**src/rtl/mem_arbiter_if.sv**
```systemverilog
// Purpose : bundle of the fetch port, data port and 1R/1W memory signals seen by mem_arbiter.
// Latency : n/a (wiring only).
// Backpressure: requesters hold req until their gnt is seen; the memory side has none.
// Ports   : slave = arbiter side; master = requesters + memory side (testbench / SoC glue).
interface mem_arbiter_if #(
    parameter int WIDTH = 32,
    parameter int DEPTH = 32
);
    // instruction-fetch port
    logic             if_req_i;
    logic [DEPTH-1:0] if_addr_i;
    logic             if_gnt_o;
    logic             if_rvalid_o;
    logic [WIDTH-1:0] if_rdata_o;
    // data port
    logic             d_req_i;
    logic             d_we_i;
    logic [DEPTH-1:0] d_addr_i;
    logic [WIDTH-1:0] d_wdata_i;
    logic             d_gnt_o;
    logic             d_rvalid_o;
    logic [WIDTH-1:0] d_rdata_o;
    // one-read/one-write memory, registered read
    logic [DEPTH-1:0] mem_read_addr_o;
    logic [DEPTH-1:0] mem_write_addr_o;
    logic [WIDTH-1:0] mem_write_data_o;
    logic             mem_write_enable_o;
    logic [WIDTH-1:0] mem_read_data_i;

    modport slave (
        input  if_req_i, if_addr_i,
        output if_gnt_o, if_rvalid_o, if_rdata_o,
        input  d_req_i, d_we_i, d_addr_i, d_wdata_i,
        output d_gnt_o, d_rvalid_o, d_rdata_o,
        output mem_read_addr_o, mem_write_addr_o, mem_write_data_o, mem_write_enable_o,
        input  mem_read_data_i
    );

    modport master (
        output if_req_i, if_addr_i,
        input  if_gnt_o, if_rvalid_o, if_rdata_o,
        output d_req_i, d_we_i, d_addr_i, d_wdata_i,
        input  d_gnt_o, d_rvalid_o, d_rdata_o,
        input  mem_read_addr_o, mem_write_addr_o, mem_write_data_o, mem_write_enable_o,
        output mem_read_data_i
    );
endinterface

```
**src/rtl/mem_arbiter.sv**
```systemverilog
// Purpose : arbitrates a fetch port and a data port onto a 1R/1W memory (round-robin on read conflicts).
// Latency : grants combinational; read data/rvalid exactly 1 cycle after the grant.
// Backpressure: a losing or hazarded request sees gnt=0 and must hold; data writes are never stalled.
// Ports   : clk_i (rising edge), rst_i (sync, active-high), bus (mem_arbiter_if.slave: fetch, data, memory).
module mem_arbiter #(
    parameter int WIDTH = 32,
    parameter int DEPTH = 32
) (
    input  logic         clk_i,
    input  logic         rst_i,
    mem_arbiter_if.slave bus
);

    typedef enum logic {
        OWN_IF = 1'b0,
        OWN_D  = 1'b1
    } owner_t;

    logic             prio_q;      // 0: fetch wins next conflict, 1: data wins
    logic [DEPTH-1:0] raddr_q;     // last granted read address
    logic             rd_vld_q;    // a read was granted last cycle
    owner_t           owner_q;     // which port that read belongs to

    logic d_wr;
    logic d_rd;
    logic hazard;
    logic rd_conflict;
    logic if_gnt;
    logic d_rd_gnt;
    logic rd_gnt;

    assign d_wr = bus.d_req_i & bus.d_we_i;
    assign d_rd = bus.d_req_i & ~bus.d_we_i;

    // A fetch reading the word being written this cycle would see stale data
    // (read-before-write memory), so the fetch is held off one cycle.
    assign hazard      = d_wr & bus.if_req_i & (bus.d_addr_i == bus.if_addr_i);
    assign rd_conflict = bus.if_req_i & d_rd;

    assign if_gnt   = ~rst_i & bus.if_req_i & ~hazard & ~(d_rd & prio_q);
    assign d_rd_gnt = ~rst_i & d_rd & ~(bus.if_req_i & ~prio_q);
    assign rd_gnt   = if_gnt | d_rd_gnt;

    assign bus.if_gnt_o = if_gnt;
    assign bus.d_gnt_o  = d_rd_gnt | (~rst_i & d_wr);

    assign bus.mem_write_enable_o = ~rst_i & d_wr;
    assign bus.mem_write_addr_o   = bus.d_addr_i;
    assign bus.mem_write_data_o   = bus.d_wdata_i;

    // Hold the previous address when idle so the memory read port stays quiet.
    assign bus.mem_read_addr_o = if_gnt   ? bus.if_addr_i :
                                 d_rd_gnt ? bus.d_addr_i  : raddr_q;

    // rst_i also masks the pending response combinationally so a reset in the
    // cycle after a grant kills that grant's rvalid.
    assign bus.if_rvalid_o = ~rst_i & rd_vld_q & (owner_q == OWN_IF);
    assign bus.d_rvalid_o  = ~rst_i & rd_vld_q & (owner_q == OWN_D);
    assign bus.if_rdata_o  = bus.if_rvalid_o ? bus.mem_read_data_i : {WIDTH{1'b0}};
    assign bus.d_rdata_o   = bus.d_rvalid_o  ? bus.mem_read_data_i : {WIDTH{1'b0}};

    always_ff @(posedge clk_i) begin
        if (rst_i) begin
            prio_q   <= 1'b0;
            raddr_q  <= '0;
            rd_vld_q <= 1'b0;
            owner_q  <= OWN_IF;
        end else begin
            // favour whichever side lost this conflict
            if (rd_conflict) begin
                prio_q <= ~prio_q;
            end
            if (rd_gnt) begin
                raddr_q <= bus.mem_read_addr_o;
            end
            rd_vld_q <= rd_gnt;
            owner_q  <= d_rd_gnt ? OWN_D : OWN_IF;
        end
    end

endmodule

```
**src/flat_wrapper.sv**
```systemverilog
// flat-port wrapper written by rule: the top's interface ports become plain ports
module mem_arbiter_flat 
#(
    parameter int WIDTH = 32,
    parameter int DEPTH = 32
)
  (clk_i, rst_i, bus_if_req_i, bus_if_addr_i, bus_if_gnt_o, bus_if_rvalid_o, bus_if_rdata_o, bus_d_req_i, bus_d_we_i, bus_d_addr_i, bus_d_wdata_i, bus_d_gnt_o, bus_d_rvalid_o, bus_d_rdata_o, bus_mem_read_addr_o, bus_mem_write_addr_o, bus_mem_write_data_o, bus_mem_write_enable_o, bus_mem_read_data_i);
  mem_arbiter_if #(.WIDTH(WIDTH), .DEPTH(DEPTH)) bus_i ();
  input  logic clk_i;
  input  logic rst_i;
  input wire logic [$bits(bus_i.if_req_i)-1:0] bus_if_req_i;
  input wire logic [$bits(bus_i.if_addr_i)-1:0] bus_if_addr_i;
  output wire logic [$bits(bus_i.if_gnt_o)-1:0] bus_if_gnt_o;
  output wire logic [$bits(bus_i.if_rvalid_o)-1:0] bus_if_rvalid_o;
  output wire logic [$bits(bus_i.if_rdata_o)-1:0] bus_if_rdata_o;
  input wire logic [$bits(bus_i.d_req_i)-1:0] bus_d_req_i;
  input wire logic [$bits(bus_i.d_we_i)-1:0] bus_d_we_i;
  input wire logic [$bits(bus_i.d_addr_i)-1:0] bus_d_addr_i;
  input wire logic [$bits(bus_i.d_wdata_i)-1:0] bus_d_wdata_i;
  output wire logic [$bits(bus_i.d_gnt_o)-1:0] bus_d_gnt_o;
  output wire logic [$bits(bus_i.d_rvalid_o)-1:0] bus_d_rvalid_o;
  output wire logic [$bits(bus_i.d_rdata_o)-1:0] bus_d_rdata_o;
  output wire logic [$bits(bus_i.mem_read_addr_o)-1:0] bus_mem_read_addr_o;
  output wire logic [$bits(bus_i.mem_write_addr_o)-1:0] bus_mem_write_addr_o;
  output wire logic [$bits(bus_i.mem_write_data_o)-1:0] bus_mem_write_data_o;
  output wire logic [$bits(bus_i.mem_write_enable_o)-1:0] bus_mem_write_enable_o;
  input wire logic [$bits(bus_i.mem_read_data_i)-1:0] bus_mem_read_data_i;
  assign bus_i.if_req_i = bus_if_req_i;
  assign bus_i.if_addr_i = bus_if_addr_i;
  assign bus_if_gnt_o = bus_i.if_gnt_o;
  assign bus_if_rvalid_o = bus_i.if_rvalid_o;
  assign bus_if_rdata_o = bus_i.if_rdata_o;
  assign bus_i.d_req_i = bus_d_req_i;
  assign bus_i.d_we_i = bus_d_we_i;
  assign bus_i.d_addr_i = bus_d_addr_i;
  assign bus_i.d_wdata_i = bus_d_wdata_i;
  assign bus_d_gnt_o = bus_i.d_gnt_o;
  assign bus_d_rvalid_o = bus_i.d_rvalid_o;
  assign bus_d_rdata_o = bus_i.d_rdata_o;
  assign bus_mem_read_addr_o = bus_i.mem_read_addr_o;
  assign bus_mem_write_addr_o = bus_i.mem_write_addr_o;
  assign bus_mem_write_data_o = bus_i.mem_write_data_o;
  assign bus_mem_write_enable_o = bus_i.mem_write_enable_o;
  assign bus_i.mem_read_data_i = bus_mem_read_data_i;
  mem_arbiter #(.WIDTH(WIDTH), .DEPTH(DEPTH)) u_core (.clk_i(clk_i), .rst_i(rst_i), .bus(bus_i));
endmodule
```
**config.mk**
```make
export PLATFORM = sky130hd
export DESIGN_NAME = mem_arbiter_flat
export DESIGN_NICKNAME = d
export VERILOG_FILES = /design/src/rtl/mem_arbiter_if.sv /design/src/rtl/mem_arbiter.sv /design/src/flat_wrapper.sv
export SDC_FILE = /design/constraint.sdc
export NUM_CORES = 1
export LEC_CHECK = 0
export CORE_AREA = 2 2 116 118
export CTS_CLUSTER_SIZE = 10
export DETAILED_ROUTE_END_ITERATION = 7
export DIE_AREA = 0 0 118 120
export PLACE_DENSITY = 0.84
export SYNTH_ARGS = -nofsm -noshare
export SYNTH_HDL_FRONTEND = slang
export SYNTH_SLANG_ARGS = --single-unit
export TNS_END_PERCENT = 20
```
**constraint.sdc**
```tcl
create_clock -name clk_i -period 5 [get_ports clk_i]
set_input_delay 1 -clock clk_i [delete_from_list [all_inputs] [get_ports clk_i]]
set_output_delay 1 -clock clk_i [all_outputs]
set_load 0.01 [all_outputs]
```
==> impl_metrics.py, run 1 <==
metrics = {
    "run_status": {
        "status": "finished, final reports clean",
    },
    "floorplan": {
        "die_area_um2": 14200,
        "die_w_um": 118,
        "rows": 42,
        "die_h_um": 120,
        "initial_utilization_pct": 38.8,
        "pin_count": 298,
        "coreArea_um2": 13000,
    },
    "cells_and_area": {
        "area_growth_pct": 44.5,
        "nFillCells": 1204,
        "nets": 948,
        "layout_common_cells": "clkdlybuf4s50_1, nor4_1, a21oi_1, and2_1, nor2_1",
        "final_common_cell": "clkdlybuf4s50_1",
        "utilization_pct": 56.0,
        "final_cells": 994,
        "drive_gt1_share_pct": 10.9,
    },
    "run": {
        "drv_cap": 0,
    },
    "power_and_ir_drop": {
        "p_int_uw": 829,
        "p_sw_share_pct": 31.9,
        "pwr-share-seq_pct": 27.2,
        "peakVddDrop_uv": 154,
        "p_leak_uw": 0.00260,
        "powerDensity_nw_per_um2": 168,
        "pwr-share-comb_pct": 45.1,
        "p_switching_uw": 389,
        "p_clk_share_pct": 27.8,
    },
    "clock_network": {
        "postCtsSetupBuffers": 0,
        "cts_buffers": 5,
        "cts.sinks": 35,
        "clk_root_buffer_cell": "clkbuf_16",
        "post_cts_resized": 0,
        "holdBufCountCts": 0,
        "path_clk_slew_ns": 0.05,
        "clock_path_buffers": 2,
        "cts_tree": "yes",
        "ctsHtreeMaxLevel": 2,
        "insertion_delay_ns": 0.28,
    },
    "critical_path": {
        "r2r_setup_slack_ns": 2.74,
        "worstPathArrival_ns": 3.80,
        "rr_worst_depth": 6,
        "rr_endpoint": "u_core.raddr_q[3]$_SDFFE_PP0P_",
        "critPathKind": "input port to output port",
        "startpoint_type": "input port",
        "worstPathRequired_ns": 4.00,
        "worstReg2RegStart": "u_core.prio_q$_SDFFE_PP0P_",
        "crit_fanout": 19,
        "cp-end-kind": "output port",
        "crit_path_start": "bus_d_addr_i[2]",
    },
    "sta": {
        "hold_viol": 0,
        "period_share_pct": 96.1,
        "maxSlewViolCount": 0,
        "min_period_ns": 4.80,
        "fmax_ghz": 0.208,
        "hold_slack_ns": 0.614,
        "rsz0062_at_grt": "false",
        "setup_viol": 0,
        "skew_ns": 0.00640,
        "worst_slew_pin_slew_ns": 0.809,
        "tns_ns": 0,
        "max-slew-margin-rel_pct": 46.1,
    },
    "placement": {
        "portBuffers": 233,
        "hpwlAfterDp_um": 14800,
        "place_inst": 984,
        "gp_congestion": 0.861,
    },
    "logic_synthesis": {
        "synth.yosys.warnings": 0,
        "synth_area_per_cell_um2": 7.32,
        "ys_seq_area_share_pct": 13.9,
        "synth_cell_types": 30,
        "ys.flop_type": "dfxtp_1",
        "synth_edf_count": 0,
        "syn-num-nets": 820,
        "ys_ff_latch": 35,
        "synth_area_um2": 5030,
        "async_reset_ff_share_pct": 0,
        "synth_cells": 687,
    },
    "global_route": {
        "grt_start_max_net_pins": 65,
        "grt.overflow.total": 0,
        "first_global_vias": 5313,
        "grt_first_pass_wirelength_um": 29600,
        "grt_usage_pct": 26.0,
        "antenna_found_initial": 2,
    },
    "routing": {
        "ant_nets": 0,
        "drc": 0,
        "dr.pass1.iters": 5,
        "vias": 5893,
        "drt_iter0_drc": 524,
        "wl_per_cell_um": 19.8,
        "routed_wl_um": 19700,
        "routed_via_density": 5.93,
    },
    "worst_hold_path": {
        "min_to": "u_core.prio_q$_SDFFE_PP0P_",
        "min-delay-start": "u_core.prio_q$_SDFFE_PP0P_",
        "hold_path_class": "flop to flop",
        "hold_depth": 2,
    },
}
Yosys cell counts, types with 2 or more instances:
library cell,instances,area (um^2)
dfxtp_1,35,701
nor4_1,70,438
a22o_1,32,280
a21oi_1,65,325
nand2b_1,33,206
nand2_1,5,18.8
clkbuf_1,53,199
and2_1,64,400
a221oi_1,32,280
nor3b_1,14,105
nor3b_2,20,250
xnor2_1,6,52.6
nor2_1,36,135
buf_4,64,480
xor2_1,27,236
o21ai_0,2,10.0
mux2_2,32,360
nor3_1,34,170
nand4_1,2,12.5
buf_2,19,95.1
and4_1,2,17.5
o22ai_1,32,200
cells by family (layout without fill, tap and decap cells):
group / count (synthesis) / in the layout / synth area share [%]
and+or+nand+nor: 284 / 284 / 35.4
AOI/OAI and AO/OA: 165 / 165 / 22.2
buffers and inverters: 138 / 267 / 15.5
DFF: 35 / 35 / 13.9
xor gates and xnor gates: 33 / 33 / 5.75
muxes: 32 / 32 / 7.16
other: 0 / 2 / 0
sequential cells by signal (all words and copies together) (netlist names):
signal,count
u_core.prio_q,1
u_core.owner_q,1
u_core.rd_vld_q,1
u_core.raddr_q,32
worst max-delay path, cell delays in order:
cell             delay (ns)
clkdlybuf4s50_1        0.56
xor2_1                 0.16
nor4_1                 0.54
and4_1                 0.28
buf_4                  0.29
o22ai_1                0.11
nor3_1                 0.24
clkdlybuf4s50_1        0.60
power groups by stage:
stage	sequential, uW	combinational (uW)	clock [uW]
2_1_floorplan	330	311	0
3_3_place_gp	335	540	0
3_5_place_dp	336	544	0
4_1_cts	330	548	339
5_1_grt	334	587	354
6_report	331	549	338
layout make-up:
cell class / instances / area [um^2] / share of cell area (%)
multi-input cells: 514 / 3580 / 49.2
repair buffers: 257 / 2600 / 35.8
flip-flops and latches: 35 / 701 / 9.64
well taps: 176 / 220 / 3.03
clock buffers: 8 / 156 / 2.15
inverters: 2 / 7.51 / 0.103
diodes: 2 / 5.00 / 0.0689
metrics by stage:
step	total power (uW)	cell area (um^2)	setup slack [ns]
floorplan	641	5030	1.55
global placement	875	7110	0.248
detailed placement	881	7110	0.206
CTS	1220	7260	0.185
global route	1280	7270	0.00202
finish	1220	7270	0.197
per-layer routing:
layer	GRT usage [%]	wire length (um)	up-vias
li1	-	-	2767
met1	31.9	7500	2707
met2	45.2	9750	380
met3	5.85	1910	39
met4	8.21	516	0
met5	0	0	-
how the worst max path moves through the flow:
| stage | end |
|---|---|
| after floorplan | bus_mem_read_addr_o[21] |
| after global placement | bus_mem_read_addr_o[9] |
| after detailed placement | bus_mem_read_addr_o[9] |
| after CTS | bus_mem_read_addr_o[9] |
| after global routing | bus_mem_read_addr_o[9] |
| final | bus_mem_read_addr_o[9] |
Note: power is estimated with default switching activity, not from simulation.
==> run 2: changes to the inputs <==
--- a/config.mk
+++ b/config.mk
@@ -10,6 +10,7 @@
 export DETAILED_ROUTE_END_ITERATION = 7
 export DIE_AREA = 0 0 118 120
 export PLACE_DENSITY = 0.84
+export SKIP_CTS_REPAIR_TIMING = 1
 export SYNTH_ARGS = -nofsm -noshare
 export SYNTH_HDL_FRONTEND = slang
 export SYNTH_SLANG_ARGS = --single-unit
==> constraint.sdc (replaced) <==
create_clock -name clk_i -period 5 [get_ports clk_i]
set_input_delay 0.5 -clock clk_i [delete_from_list [all_inputs] [get_ports clk_i]]
set_output_delay 0.5 -clock clk_i [all_outputs]
set_load 0.01 [all_outputs]
==> run 2 against run 1 <==
Compared with the run above:
- hold slack got worse by 0.00090 ns
- critical endpoint is now bus_mem_read_addr_o[26]
- largest power group unchanged
- maximum frequency increased by 18%
- register-to-register slack improved by 0.26 ns
- count of clock-buffer cells in the layout decreased by 2
- die area unchanged
==> impl_metrics.py, run 2 (synthesis results as in run 1) <==
metrics = {
    "cells_and_area": {
        "nFillCells": 1228,
        "top_register": "u_core.raddr_q",
        "regArea_um2": 701,
        "layout_common_cells": "clkdlybuf4s50_1, nor4_1, a21oi_1, and2_1, nor2_1",
        "final_common_cell": "clkdlybuf4s50_1",
        "area_growth_pct": 42.3,
        "drive_gt1_share_pct": 10.3,
        "largest_register_ffs": 32,
        "nets": 941,
        "multi_input_area_um2": 3580,
        "post-route-cell-area_um2": 7160,
        "final_cells": 987,
    },
    "clock_network": {
        "ctsHtreeMaxLevel": 2,
        "clock_path_buffers": 2,
        "path_clk_slew_ns": 0.06,
        "insertion_delay_ns": 0.28,
        "cts_buffers": 5,
        "cts.sinks": 35,
        "cts_tree": "yes",
        "clk_root_buffer_cell": "clkbuf_16",
    },
    "sta": {
        "tns_ns": 0,
        "skew_ns": 0.00478,
        "min_period_ns": 4.06,
        "rsz0062_at_grt": "false",
        "hold_viol": 0,
        "worst_slew_pin_slew_ns": 0.794,
        "fmax_ghz": 0.246,
        "hold_slack_ns": 0.613,
        "max-slew-margin-rel_pct": 47.1,
        "maxSlewViolCount": 0,
        "period_share_pct": 81.2,
        "setup_viol": 0,
    },
    "placement": {
        "place_inst": 977,
        "gp_congestion": 0.830,
        "hpwlAfterDp_um": 14300,
        "portBuffers": 233,
        "placed_area_um2": 6980,
    },
    "power_and_ir_drop": {
        "powerDensity_nw_per_um2": 175,
        "p_leak_uw": 0.00255,
        "peakVddDrop_uv": 201,
    },
    "critical_path": {
        "worstPathRequired_ns": 4.50,
        "crit_fanout": 14,
        "r2r_setup_slack_ns": 3.00,
        "startpoint_type": "input port",
        "cp-end-kind": "output port",
        "worstPathArrival_ns": 3.56,
        "critPathKind": "input port to output port",
    },
    "floorplan": {
        "coreArea_um2": 13000,
        "die_w_um": 118,
        "pin_count": 298,
        "die_h_um": 120,
        "die_area_um2": 14200,
        "rows": 42,
        "initial_utilization_pct": 38.8,
    },
    "global_route": {
        "grt_start_max_net_pins": 74,
        "first_global_vias": 5183,
        "grt.overflow.total": 0,
        "grt_usage_pct": 25.6,
        "grt_first_pass_wirelength_um": 29000,
        "antenna_found_initial": 3,
    },
    "routing": {
        "top_layer_used": "met5",
        "wl_met3_um": 1840,
        "routed_via_density": 5.95,
        "dr.pass1.iters": 5,
        "ant_nets": 0,
        "wl_per_cell_um": 19.5,
        "drt_iter0_drc": 601,
        "met1_length_um": 7450,
        "wl_met2_um": 9550,
        "routed_wl_um": 19300,
        "vias": 5870,
        "drc": 0,
    },
    "worst_hold_path": {
        "hold_path_class": "flop to flop",
    },
    "run_status": {
        "status": "finished, final reports clean",
    },
    "run": {
        "drv_cap": 0,
    },
}
==> run 2: changes by cell type in the layout (fill, tap and decap cells not counted) <==
| cell | before | now |
|---|---|---|
| buf_12 | 7 | 1 |
| buf_4 | 17 | 16 |
| bufinv_16 | 0 | 1 |
| clkbuf_1 | 1 | 0 |
| clkbuf_8 | 2 | 1 |
| clkinv_2 | 0 | 1 |
==> run 2: metal layers <==
metal  GRT usage (%)  vias to the layer above
met4            7.83                        2
li1                -                     2749
met3            5.99                       39
met1            31.6                     2706
met5               0                        -
met2            44.3                      374
==> run 2: worst paths after layout <==
check | start | endpoint | depth (start not counted)
max | bus_d_addr_i[4] | bus_mem_read_addr_o[26] | 8
min | u_core.prio_q$_SDFFE_PP0P_ | u_core.prio_q$_SDFFE_PP0P_ | 2
max reg2reg | u_core.prio_q$_SDFFE_PP0P_ | u_core.raddr_q[3]$_SDFFE_PP0P_ | 7
min reg2reg | u_core.prio_q$_SDFFE_PP0P_ | u_core.prio_q$_SDFFE_PP0P_ | 2
==> run 2: stage by stage <==
stage / utilization, % / power [uW] / worst slack, ns
finish: 55.1 / 1250 / 0.942
global route: 55.1 / 1310 / 0.773
CTS: 55.1 / 1250 / 0.941
detailed placement: 53.8 / 873 / 0.951
global placement: 53.8 / 867 / 0.990
floorplan: - / 641 / 2.55
==> run 2: where the power goes <==
part	switching [uW]	total [uW]	internal, uW
Clock	129	378	248
Combinational	240	542	301
Sequential	20.9	330	309
Total	391	1250	859
==> run 2: layout make-up <==
type,instances,share of cell area (%)
Tap cell,176,3.08
Sequential cell,35,9.79
Multi-Input combinational cell,514,50.0
Timing Repair Buffer,250,34.5
Clock inverter,2,0.490
Inverter,2,0.105
Antenna cell,2,0.0699
Clock buffer,6,1.94
==> run 2: worst max-delay path, stage by stage <==
cell             delay [ns]
clkdlybuf4s50_1        0.58
xor2_1                 0.16
nor4_1                 0.42
and4_1                 0.58
buf_4                  0.32
a21oi_1                0.12
nor3_1                 0.27
clkdlybuf4s50_1        0.59
